==> src/rtl/daric_cfg_pkg.sv <==
// Shared Daric fabric configuration: AMBAID codes, their validity mask and
// a decode helper used by the read-response demultiplexer.
package daric_cfg;

  typedef bit [3:0] ambaid_t;

  // Master-port codes carried in the top four bits of AXI IDs
  localparam ambaid_t AMBAID4_CM7A = 4'h2;
  localparam ambaid_t AMBAID4_VEXI = 4'h3;
  localparam ambaid_t AMBAID4_VEXD = 4'h4;
  localparam ambaid_t AMBAID4_SCEA = 4'h5;
  localparam ambaid_t AMBAID4_SCES = 4'h6;
  localparam ambaid_t AMBAID4_MDMA = 4'h7;
  localparam ambaid_t AMBAID4_CM7P = 4'h8;
  localparam ambaid_t AMBAID4_CM7D = 4'h9;
  localparam ambaid_t AMBAID4_VEXP = 4'hA;
  localparam ambaid_t AMBAID4_UDMA = 4'hB;
  localparam ambaid_t AMBAID4_UDCA = 4'hC;
  localparam ambaid_t AMBAID4_SDDC = 4'hD;

  // Built from the codes themselves so the two can never drift (= 16'h3FFC)
  localparam bit [15:0] AMBAID4_VALID_MASK =
    (16'h1 << AMBAID4_CM7A) | (16'h1 << AMBAID4_VEXI) | (16'h1 << AMBAID4_VEXD) |
    (16'h1 << AMBAID4_SCEA) | (16'h1 << AMBAID4_SCES) | (16'h1 << AMBAID4_MDMA) |
    (16'h1 << AMBAID4_CM7P) | (16'h1 << AMBAID4_CM7D) | (16'h1 << AMBAID4_VEXP) |
    (16'h1 << AMBAID4_UDMA) | (16'h1 << AMBAID4_UDCA) | (16'h1 << AMBAID4_SDDC);

  function automatic bit ambaid_valid(bit [3:0] code);
    return AMBAID4_VALID_MASK[code];
  endfunction

endpackage

==> src/rtl/ambaid_r_demux_ot_cnt.sv <==
// ambaid_ot_cnt: saturating up/down outstanding-read counter for one AMBAID
// code. Simultaneous inc and dec cancel. ovf/orphan are single-cycle pulses.
module ambaid_ot_cnt #(
  parameter int OTW = 4
) (
  input  logic clk,
  input  logic rst,
  input  logic inc,
  input  logic dec,
  output logic zero,
  output logic ovf,
  output logic orphan
);

  localparam logic [OTW-1:0] CNT_MAX = '1;

  logic [OTW-1:0] cnt_q;

  // Saturation / underflow detection and empty indication
  always_comb begin
    zero   = (cnt_q == '0);
    ovf    = inc && !dec && (cnt_q == CNT_MAX);
    orphan = dec && !inc && (cnt_q == '0);
  end

  // Count register: holds at both limits
  always_ff @(posedge clk) begin
    if (rst) begin
      cnt_q <= '0;
    end else if (inc && !dec && !ovf) begin
      cnt_q <= cnt_q + 1'b1;
    end else if (dec && !inc && !orphan) begin
      cnt_q <= cnt_q - 1'b1;
    end
  end

endmodule

==> src/rtl/ambaid_r_demux.sv <==
// ambaid_r_demux: routes one AXI R channel to per-master ports by the AMBAID
// code in RID[IW-1 -: 4] through a one-entry pipeline register.
// Optional feature macro: AMBAID_OT_TRACK_EN (per-code outstanding tracking).
module ambaid_r_demux
  import daric_cfg::*;
#(
  parameter int IW  = 8,
  parameter int DW  = 64,
  parameter int OTW = 4
) (
  input  logic          aclk,
  input  logic          areset,
  input  logic          s_rvalid,
  output logic          s_rready,
  input  logic [IW-1:0] s_rid,
  input  logic [DW-1:0] s_rdata,
  input  logic [1:0]    s_rresp,
  input  logic          s_rlast,
  output logic [15:0]   m_rvalid,
  input  logic [15:0]   m_rready,
  output logic [IW-1:0] m_rid,
  output logic [DW-1:0] m_rdata,
  output logic [1:0]    m_rresp,
  output logic          m_rlast,
  input  logic          ar_valid,
  input  logic          ar_ready,
  input  logic [IW-1:0] ar_id,
  input  logic          err_clr,
  output logic          err_unknown,
  output logic          err_orphan,
  output logic          err_ovf,
  output logic [15:0]   drop_cnt,
  output logic          idle
);

  // Handshake: a beat transfers on any cycle where valid && ready; valid
  // never depends on ready, and payload is held while valid && !ready.

  logic          full_q;
  ambaid_t       code_q;
  logic [IW-1:0] rid_q;
  logic [DW-1:0] data_q;
  logic [1:0]    resp_q;
  logic          last_q;

  ambaid_t s_code;
  logic    pop, acc, load, drop;

  // Upstream accept/decode; ready passes m_rready straight through
  always_comb begin
    s_code   = s_rid[IW-1 -: 4];
    pop      = full_q && m_rready[code_q];
    s_rready = !full_q || m_rready[code_q];
    acc      = s_rvalid && s_rready;
    load     = acc && ambaid_valid(s_code);
    drop     = acc && !ambaid_valid(s_code);
  end

  // Pipeline stage: load wins over pop so back-to-back beats stream
  always_ff @(posedge aclk) begin
    if (areset) begin
      full_q <= 1'b0;
      code_q <= '0;
      rid_q  <= '0;
      data_q <= '0;
      resp_q <= '0;
      last_q <= 1'b0;
    end else if (load) begin
      full_q <= 1'b1;
      code_q <= s_code;
      rid_q  <= s_rid;
      data_q <= s_rdata;
      resp_q <= s_rresp;
      last_q <= s_rlast;
    end else if (pop) begin
      full_q <= 1'b0;
    end
  end

  // One-hot valid from registered state only
  always_comb begin
    m_rvalid         = '0;
    m_rvalid[code_q] = full_q;
    m_rid            = rid_q;
    m_rdata          = data_q;
    m_rresp          = resp_q;
    m_rlast          = last_q;
  end

  // Unknown-code drops: a new drop beats a simultaneous clear
  always_ff @(posedge aclk) begin
    if (areset) begin
      err_unknown <= 1'b0;
      drop_cnt    <= '0;
    end else if (drop) begin
      err_unknown <= 1'b1;
      if (err_clr)
        drop_cnt <= 16'd1;
      else if (drop_cnt != 16'hFFFF)
        drop_cnt <= drop_cnt + 16'd1;
    end else if (err_clr) begin
      err_unknown <= 1'b0;
      drop_cnt    <= '0;
    end
  end

`ifdef AMBAID_OT_TRACK_EN
  ambaid_t     ar_code;
  logic        ar_fire;
  logic [15:0] inc_vec, dec_vec, zero_vec, ovf_vec, orph_vec;
  logic        unused_ar_lo;

  assign ar_code      = ar_id[IW-1 -: 4];
  assign ar_fire      = ar_valid && ar_ready && ambaid_valid(ar_code);
  assign unused_ar_lo = ^ar_id[IW-5:0];

  for (genvar i = 0; i < 16; i++) begin : g_ot
    assign inc_vec[i] = ar_fire && (ar_code == 4'(i));
    assign dec_vec[i] = load && s_rlast && (s_code == 4'(i));

    ambaid_ot_cnt #(.OTW(OTW)) u_cnt (
      .clk    (aclk),
      .rst    (areset),
      .inc    (inc_vec[i]),
      .dec    (dec_vec[i]),
      .zero   (zero_vec[i]),
      .ovf    (ovf_vec[i]),
      .orphan (orph_vec[i])
    );
  end

  // Sticky tracking errors: a new event beats a simultaneous clear
  always_ff @(posedge aclk) begin
    if (areset) begin
      err_ovf    <= 1'b0;
      err_orphan <= 1'b0;
    end else begin
      if (|ovf_vec)     err_ovf <= 1'b1;
      else if (err_clr) err_ovf <= 1'b0;
      if (|orph_vec)    err_orphan <= 1'b1;
      else if (err_clr) err_orphan <= 1'b0;
    end
  end

  assign idle = !full_q && (&zero_vec);
`else
  logic unused_ar;

  assign unused_ar  = ^{ar_valid, ar_ready, ar_id, {OTW{1'b0}}};
  assign err_orphan = 1'b0;
  assign err_ovf    = 1'b0;
  assign idle       = !full_q;
`endif

endmodule

==> config.mk <==
export PLATFORM = sky130hd
export DESIGN_NAME = ambaid_r_demux
export DESIGN_NICKNAME = d
export VERILOG_FILES = /design/src/rtl/daric_cfg_pkg.sv /design/src/rtl/ambaid_r_demux_ot_cnt.sv /design/src/rtl/ambaid_r_demux.sv
export SDC_FILE = /design/constraint.sdc
export NUM_CORES = 1
export LEC_CHECK = 0
export ABC_AREA = 1
export CAP_MARGIN = 20
export CORE_MARGIN = 2
export CORE_UTILIZATION = 55
export CTS_BUF_LIST = sky130_fd_sc_hd__clkbuf_8
export CTS_CLUSTER_DIAMETER = 200
export CTS_CLUSTER_SIZE = 16
export DETAILED_ROUTE_END_ITERATION = 8
export DONT_BUFFER_PORTS = 1
export PLACE_DENSITY = 0.7
export SYNTH_ARGS = -nofsm -noshare
export SYNTH_HDL_FRONTEND = slang
export SYNTH_SLANG_ARGS = --single-unit
==> constraint.sdc <==
create_clock -name aclk -period 2.17 [get_ports aclk]
set_input_delay 0.5425 -clock aclk [delete_from_list [all_inputs] [get_ports aclk]]
set_output_delay 0.5425 -clock aclk [all_outputs]
set_load 0.1 [all_outputs]
After elaboration in Yosys (flattened, before gate mapping). Memories as Yosys holds them, arrays and structs flattened. Cells that the tools add are included.

Flip-flop bits (word level): 97. ROM bits: 16. Input bits: 105. Output and inout port bits: 112. Memories: 1.

Memories: (no name shown) (depth 16, width 1, read ports 1, clocked after memory_dff 0, write ports 0, RTL line daric_cfg_pkg.sv:29) `return AMBAID4_VALID_MASK[code];`.

Add/subtract/negate cells: 1. $lt $le $gt $ge: 3. Eq/ne operators: 1. Muxes and demuxes: 13. Bitwise logic cells: 1. Reduce and logical (&&, ||, !) cells: 12.

Operators by type and width (count): two-way mux 16 bit (4); adder 16 x 1 -> 16 bit (second input constant) (1); AND 16 bit (1); inequality test 16 bit (second input constant) (1); less-than comparator 4 x 5 -> 1 bit (second input constant) (2); two-way mux 1 bit (7); nonzero test 2 bit (3); logical AND 1 bit (5); binary-select mux 1 bit (select 4 bit) (1); demux 1 bit (select 4 bit) (1); >= comparator 4 x 1 -> 1 bit (second input constant) (1); zero test 1 bit (2); AND reduction 2 bit (1); logical OR 1 bit (1).

Longest topological paths before layout. Gate-level depths: netlist (run 1).

Depth after elaboration: 7. Gate-level depth with buffers: 16.

Least setup slack after synthesis (run 1). No wires, ideal clock.

Kind: reg2out. From: reg code_q[0]. To: out m_rvalid[11]. Arrival time: 2.711 ns. Required time: 1.627 ns. Slack: -1.083 ns. Stages on the path, launching flop included: 6. Buffers on the path: 1. Cell sequence: dfxtp_1 > buf_6 > nand2_1 > inv_1 > nand2_1 > nor2_1.

Word-level cells in the longest chain between the ends: 5. Elaborated cells between the ends (all ways): 6. Those cells by class: order compare (2); mux (2); bitwise (1); reduce/logical (1).

RTL lines: start, declared (RTL line ambaid_r_demux.sv:40) `ambaid_t code_q;`; start signal, assigned (RTL line ambaid_r_demux.sv:70) `code_q <= s_code;`; less-than comparator 4 x 5 -> 1 bit (implied by the code) or >= comparator 4 x 1 -> 1 bit (tied branches) (RTL line ambaid_r_demux.sv:83) `m_rvalid[code_q] = full_q;`; logical AND 1 bit (implied by the code) (RTL line ambaid_r_demux.sv:83); two-way mux 1 bit (implied by the code) (RTL line ambaid_r_demux.sv:83); demux 1 bit (select 4 bit) (*) (RTL line ambaid_r_demux.sv:83); AND 16 bit (no source line) (*); end, declared (RTL line ambaid_r_demux.sv:19) `output logic [15:0] m_rvalid,`.

Every way passes the cells marked *; elsewhere a longest branch is shown, timed or not.

Worst setup path in the final report (run 1).
From: reg code_q[0]. To: out s_rready.

Word-level cells in the longest chain between the ends: 3.

RTL lines: binary-select mux 1 bit (select 4 bit) (RTL line ambaid_r_demux.sv:53) `s_rready = !full_q || m_rready[code_q];`; two-way mux 1 bit (implied by the code) (RTL line ambaid_r_demux.sv:53); logical OR 1 bit (RTL line ambaid_r_demux.sv:53); end, declared (RTL line ambaid_r_demux.sv:14) `output logic s_rready,`.

Every way passes these cells. The select of a mux whose other input is x is not followed.

==> results of run 1 <==
through the flow:
step                      instances  power, W  utilization (%)  instance area (um2)
after floorplan                 575   0.00304                -                 4270
after global placement          760   0.00324             73.0                 5320
after detailed placement        760   0.00327             73.0                 5320
after CTS                       780   0.00469             77.1                 5620
after global routing            780   0.00484             77.7                 5660
final                           780   0.00468             77.7                 5660
how the worst max path moves through the flow:
stage	end	cells after the start
floorplan	m_rvalid[5]	3
CTS	s_rready	10
finish	s_rready	9
global route	s_rready	10
global placement	m_rdata[45]	13
detailed placement	m_rdata[6]	13
state kept, by name (all words and copies together) (netlist names):
signal / flops
drop_cnt: 16
full_q: 1
err_unknown: 1
m_rlast: 1
m_rdata: 64
m_rid: 4
m_rresp: 2
code_q: 4
cells in the mapped netlist, types with 4 or more instances:
| library cell | number | area (um2) |
|---|---|---|
| sky130_fd_sc_hd__clkbuf_1 | 11 | 41.3 |
| sky130_fd_sc_hd__buf_4 | 8 | 60.1 |
| sky130_fd_sc_hd__xor2_1 | 8 | 70.1 |
| sky130_fd_sc_hd__nand3_1 | 18 | 90.1 |
| sky130_fd_sc_hd__nor3_1 | 5 | 25.0 |
| sky130_fd_sc_hd__nand2_1 | 213 | 800 |
| sky130_fd_sc_hd__buf_2 | 6 | 30.0 |
| sky130_fd_sc_hd__nor2_1 | 38 | 143 |
| sky130_fd_sc_hd__dfxtp_1 | 93 | 1860 |
| sky130_fd_sc_hd__nand2_2 | 15 | 93.8 |
| sky130_fd_sc_hd__buf_6 | 4 | 45.0 |
| sky130_fd_sc_hd__a21oi_2 | 11 | 96.3 |
| sky130_fd_sc_hd__o21ai_0 | 7 | 35.0 |
| sky130_fd_sc_hd__inv_1 | 28 | 105 |
| sky130_fd_sc_hd__a21oi_1 | 83 | 415 |
kinds of logic (layout without fill, tap and decap cells):
logic type,after synthesis,count (layout)
AND/OR/NAND/NOR,304,304
AO/OA/AOI/OAI,105,105
flip-flops,93,93
buffers and inverters,61,167
XOR/XNOR,9,9
adder cells (fa/ha/maj),1,1
other,1,2
area by class of cell:
| class | count | area (um2) | share of cell area (%) |
|---|---|---|---|
| sequential | 93 | 1890 | 33.4 |
| clock inverter | 6 | 118 | 2.08 |
| inverter | 31 | 136 | 2.41 |
| clock buffer | 10 | 138 | 2.43 |
| multi-input combinational | 421 | 2090 | 37.0 |
| tap | 99 | 124 | 2.19 |
| timing repair buffer | 120 | 1160 | 20.5 |
report_power, final:
part / switching [W] / total (W) / internal (W) / leakage, nW
sequential: 0.0000449 / 0.00185 / 0.00180 / 0.767
combinational: 0.00111 / 0.00141 / 0.000297 / 1.43
clock: 0.000620 / 0.00143 / 0.000809 / 0.125
total: 0.00177 / 0.00468 / 0.00291 / 2.32
repair_timing:
item / in CTS / in global routing
resized for setup: 7 / 15
endpoints found under the setup margin: 1 / 68
pin swaps: 8 / 4
setup buffers: 4 / 0
per-layer routing:
layer  GRT usage (%)  wire (um)  vias to the layer above
met2            48.1       5730                      197
li1                -          -                     2030
met1            29.2       4150                     1864
met5               0          0                        -
met4            12.2        301                        0
met3            7.85       1020                       25
worst reg2reg max path, cell delays in order, from the launching register on:
cell and delay (ns):
sky130_fd_sc_hd__dfxtp_4 0.42, sky130_fd_sc_hd__buf_6 0.13, sky130_fd_sc_hd__nand2_2 0.04, sky130_fd_sc_hd__nand2_1 0.04
sky130_fd_sc_hd__nand2_1 0.05, sky130_fd_sc_hd__nand2_1 0.08, sky130_fd_sc_hd__nand2_2 0.06, sky130_fd_sc_hd__buf_4 0.13
sky130_fd_sc_hd__nand3_2 0.07, sky130_fd_sc_hd__nor2_4 0.05, sky130_fd_sc_hd__nor2_8 0.16, sky130_fd_sc_hd__nand2_8 0.16
sky130_fd_sc_hd__clkinv_8 0.16, sky130_fd_sc_hd__buf_12 0.18, sky130_fd_sc_hd__nand2_1 0.07, sky130_fd_sc_hd__a21oi_1 0.14
cell usage in the layout (no fill, tap or decap), drive strengths merged:
cell type,count
bufinv,3
ha,1
xor2,8
nand4,2
nor4,2
nand3,20
xnor2,1
nand2,229
clkinv,1
clkinvlp,1
conb,2
clkbuf,10
buf,120
o21ai,8
nor3,7
a21oi,94
nor3b,1
nor2,42
and3,1
o2111ai,3
inv,32
dfxtp,93
==> impl_metrics.tcl, run 1 <==
set metrics [dict create \
    dr_total_vias 4116 \
    r2r-end "m_rdata[6]" \
    first_global_vias 4002 \
    numCtsBuffers 9 \
    yosys-mux-area-fraction_pct 0 \
    critical_path_required_ns 1.63 \
    totalNegativeSetupSlack_ns 0 \
    seq_area_frac_synth_pct 44.9 \
    maxCapViolCount 0 \
    worst-path-buf-inv 3 \
    cellLeakagePower_nw 2.32 \
    power_per_cell_area_nw_per_um2 827 \
    pin_count_of_the_biggest_net_entering_global_routing 86 \
    antennaDiodeCount 0 \
    cts_root_buffer "sky130_fd_sc_hd__clkbuf_8" \
    synth.avg_cell_area_um2 7.22 \
    cts_tree "yes" \
    dominant_combinational_cell_family_by_area_after_synthesis "simple AND/OR/NAND/NOR gates" \
    clk_path_buf_depth 2 \
    postSynth.asyncResetShare_pct 0 \
    grt.total_usage_pct 26.9 \
    synth_compound_area_share_pct 13.9 \
    hp-start "areset" \
    reg2reg_from "code_q[0]" \
    worst_hold_path.num_cells 1 \
    drive_gt1_share_pct 31.0 \
    filler_cell_count 550 \
    timing_hold_violations_final 0 \
    dr.first_iter.drc_count 194 \
    timing.critical_path.to_type "output port" \
    maxClockFrequency_ghz 0.463 \
    setup_slack_ns 0.0123 \
    post_synth_instance_area_um2 4150 \
    gr-total-overflow 0 \
    setup.worst_path.start_class "flop" \
    leading_register_cell_type_out_of_synthesis "sky130_fd_sc_hd__dfxtp_1" \
    hold_end "drop_cnt[1]" \
    largest_delay_share_family_worst_path "simple AND/OR/NAND/NOR gates" \
    synth_warnings 0 \
    synth_fa_ha_area_share_pct 0.302 \
    row_count 31 \
    crit_arrival_ns 1.62 \
    clk_latency_ns 0.35 \
    cpPeakStageDelay_ns 0.39 \
    io_buffers 0 \
    setup.reg_to_reg.worst_slack_ns 0.16 \
    fp.dieW_um 90.8 \
    synth_edf_count 0 \
    dp_slack_ns 0.105 \
    status "finished clean" \
    syn_inst 574 \
    drt-vias-per-instance 5.28 \
    worstSetupStartpoint "code_q[0]" \
    critical_path_class "reg -> out" \
    gp_congestion 0.943 \
    worst_clock_skew_ns 0.0163 \
    fin_nets 782 \
    grt_pass1_wl_um 18200 \
    grt_antenna_before_repair 0 \
    top_level_ports 217 \
    coreArea_um2 7290 \
    cp_cell_sequence "buf_6 -> nor2_4 -> nand2_1 -> nand3_1 -> nand2_1 -> nand2_2 -> inv_4 -> nand2_8 -> buf_12" \
    rr_worst_depth 15 \
    postCtsHoldBufs 0 \
    initial_core_util_pct 56.9 \
    critPathMostFrequentCell "sky130_fd_sc_hd__nand2_1" \
    critPathSlowestCell "sky130_fd_sc_hd__dfxtp_4" \
    final_min_period_over_clock_period_pct 99.4 \
    synthXorXnorAreaFrac_pct 1.90 \
    synthSimpleGateAreaFrac_pct 31.3 \
    timing.hold.worst.class "in -> reg" \
    clock-sinks 93 \
    maxSlewViolCount 0 \
    netlist-cell-type-count 33 \
    fp.dieArea_um2 8250 \
    detailed_place_hpwl_um 8310 \
    timing.final.setup_violations 0 \
    post-route-min-period_ns 2.16 \
    peakVddDrop_v 0.000703 \
    detail_route.drc_violations 0 \
    synth.ff_latch_count 93 \
    cts_htree_levels 3 \
    crit_path_max_fanout 6 \
    drt_wl_total_um 11200 \
    areaGrowthSynthToFinish_pct 36.6 \
    drt_first_pass_iters 5 \
    clock_transition_at_the_registers_of_the_reported_paths_ns 0.10 \
    setup_repair_after_global_routing_missed_its_margin "yes" \
    die_h_um 90.8 \
    hold_slack_ns 0.250 \
    wl_per_cell_um 14.4 \
    antenna_left 0 \
]
Power figures use the tool's default switching activity.
==> run 2, diff against run 1 <==
--- a/config.mk
+++ b/config.mk
@@ -11,10 +11,10 @@
 export CORE_UTILIZATION = 55
 export CTS_BUF_LIST = sky130_fd_sc_hd__clkbuf_8
 export CTS_CLUSTER_DIAMETER = 200
-export CTS_CLUSTER_SIZE = 16
 export DETAILED_ROUTE_END_ITERATION = 8
 export DONT_BUFFER_PORTS = 1
 export PLACE_DENSITY = 0.7
+export SETUP_SLACK_MARGIN = 0.05
 export SYNTH_ARGS = -nofsm -noshare
 export SYNTH_HDL_FRONTEND = slang
 export SYNTH_SLANG_ARGS = --single-unit
==> impl_metrics.tcl, run 2 (synthesis results as in run 1) <==
set metrics [dict create \
    clk_path_buf_depth 2 \
    areaGrowthSynthToFinish_pct 37.1 \
    initial_core_util_pct 56.9 \
    fin_nets 786 \
    cts_tree "yes" \
    maxSlewViolCount 0 \
    pin_count_of_the_biggest_net_entering_global_routing 86 \
    crit_path_max_fanout 5 \
    clock_transition_at_the_registers_of_the_reported_paths_ns 0.10 \
    wl_per_cell_um 14.5 \
    rr_worst_depth 15 \
    drt_first_pass_iters 4 \
    coreArea_um2 7290 \
    critPathSlowestCell "sky130_fd_sc_hd__dfxtp_4" \
    cts_htree_levels 3 \
    netSwitchingFraction_pct 40.2 \
    postLayoutCellArea_um2 5680 \
    routedLengthMet1_um 4330 \
    final_min_period_over_clock_period_pct 99.9 \
    io_buffers 0 \
    maxCapViolCount 0 \
    top_level_ports 217 \
    power_per_cell_area_nw_per_um2 779 \
    critPathMostFrequentCell "sky130_fd_sc_hd__nand2_2" \
    share_comb_of_total_power_pct 32.3 \
    detailed_place_hpwl_um 8240 \
    timing.final.setup_violations 0 \
    met2_length_um 5790 \
    r2r-end "m_rdata[14]" \
    timing.hold.worst.class "in -> reg" \
    gp_congestion 0.883 \
    grt_pass1_wl_um 18200 \
    setup.reg_to_reg.worst_slack_ns 0.18 \
    worst_hold_path.num_cells 1 \
    drt-vias-per-instance 5.24 \
    netSwitchingPower_w 0.00178 \
    dr_total_vias 4106 \
    flip_flop_count_of_the_largest_register_all_copies_and_words_added 64 \
    fp.dieArea_um2 8250 \
    met3WireLength_um 806 \
    timing_hold_violations_final 0 \
    totalPowerFinal_w 0.00443 \
    die_h_um 90.8 \
    hp-start "areset" \
    dr.first_iter.drc_count 194 \
    clock-sinks 93 \
    drt_wl_total_um 11400 \
    hold_end "m_rlast" \
    drive_gt1_share_pct 32.5 \
    crit_arrival_ns 1.63 \
    critical_path_required_ns 1.63 \
    clk_latency_ns 0.35 \
    internal-power_w 0.00265 \
    power_frac_seq_pct 41.7 \
    dp_slack_ns 0.193 \
    postCtsHoldBufs 0 \
    antennaDiodeCount 0 \
    first_global_vias 3915 \
    setup_repair_after_global_routing_missed_its_margin "yes" \
    detail_route.drc_violations 0 \
    cpPeakStageDelay_ns 0.37 \
    peakVddDrop_v 0.000574 \
    setup.worst_path.start_class "flop" \
    gr-total-overflow 0 \
    maxClockFrequency_ghz 0.461 \
    timing.critical_path.to_type "output port" \
    fp.dieW_um 90.8 \
    grt.total_usage_pct 26.8 \
    critical_path_class "reg -> out" \
    commonest_cells_after_routing_fill_and_taps_aside "sky130_fd_sc_hd__nand2_1, sky130_fd_sc_hd__buf_4, sky130_fd_sc_hd__a21oi_1, sky130_fd_sc_hd__dfxtp_1, sky130_fd_sc_hd__inv_1" \
    cellLeakagePower_nw 2.31 \
    final_util_pct 77.9 \
    post_layout_cell_count 783 \
    post-route-min-period_ns 2.17 \
    antenna_left 0 \
    reg2reg_from "code_q[0]" \
    numCtsBuffers 9 \
    status "finished clean" \
    cts_root_buffer "sky130_fd_sc_hd__clkbuf_8" \
    numPlacedInstances 762 \
    mostFrequentLayoutCell "sky130_fd_sc_hd__nand2_1" \
    top_layer_used "met4" \
    setup_slack_ns 0.00179 \
    worst_clock_skew_ns 0.0137 \
    clkPwrFrac_pct 26.0 \
    grt_antenna_before_repair 0 \
    placed_area_um2 5400 \
    cp_cell_sequence "buf_6 -> nand2_2 -> nand2_2 -> nand2_1 -> nand2_1 -> nand2_2 -> nand2_2 -> nor2_4 -> nand2_8 -> buf_12" \
    row_count 31 \
]
[run 2: cell type report]
| cell class | instances | area (um2) |
|---|---|---|
| inverters | 31 | 121 |
| flip-flops and latches | 93 | 1900 |
| fillers | 522 | 1610 |
| well taps | 99 | 124 |
| repair buffers | 124 | 1190 |
| clock inverters | 6 | 71.3 |
| clock buffers | 9 | 124 |
| multi-input cells | 421 | 2160 |
[run 2: worst max path at each step]
stage	startpoint	endpoint	slack [ns]	cells after the start
floorplan	code_q[0]	m_rvalid[13]	0.05	3
CTS	code_q[0]	s_rready	-0.04	10
detailed placement	m_rready[13]	drop_cnt[1]	0.19	13
finish	code_q[0]	s_rready	0.002	10
global route	code_q[0]	s_rready	-0.07	10
global placement	m_rready[5]	drop_cnt[15]	0.29	13
[run 2: power by group through the flow]
| stage | clock [W] | combinational, W | sequential (W) |
|---|---|---|---|
| global route | 0.00125 | 0.00150 | 0.00186 |
| detailed placement | 0 | 0.00139 | 0.00189 |
| floorplan | 0 | 0.000459 | 0.00259 |
| finish | 0.00115 | 0.00143 | 0.00185 |
| CTS | 0.00117 | 0.00140 | 0.00185 |
| global placement | 0 | 0.00137 | 0.00188 |
[run 2: critical path, delay by kind of cell (launching register included)]
kind | cells | cell delay [ns]
and+or+nand+nor | 8 | 0.60
DFF | 1 | 0.37
buffers and inverters | 2 | 0.29
[run 2: routing by layer]
metal | global-route usage [%] | vias to the layer above
li1 | - | 2038
met1 | 29.5 | 1848
met2 | 46.6 | 183
met3 | 7.60 | 37
met4 | 14.4 | 0
met5 | 0 | -
[run 2: stage by stage]
step	setup TNS [ns]	hold WS (ns)
4_1_cts	-0.103	0.227
2_1_floorplan	0	0.621
6_report	0	0.250
5_1_grt	-0.128	0.218
3_3_place_gp	0	0.449
3_5_place_dp	0	0.457
[run 2: repair_timing]
action                                  CTS  global route
pin swaps                                 0            10
setup buffers                             0             6
endpoints found under the setup margin    9            12
resized for setup                         2            16
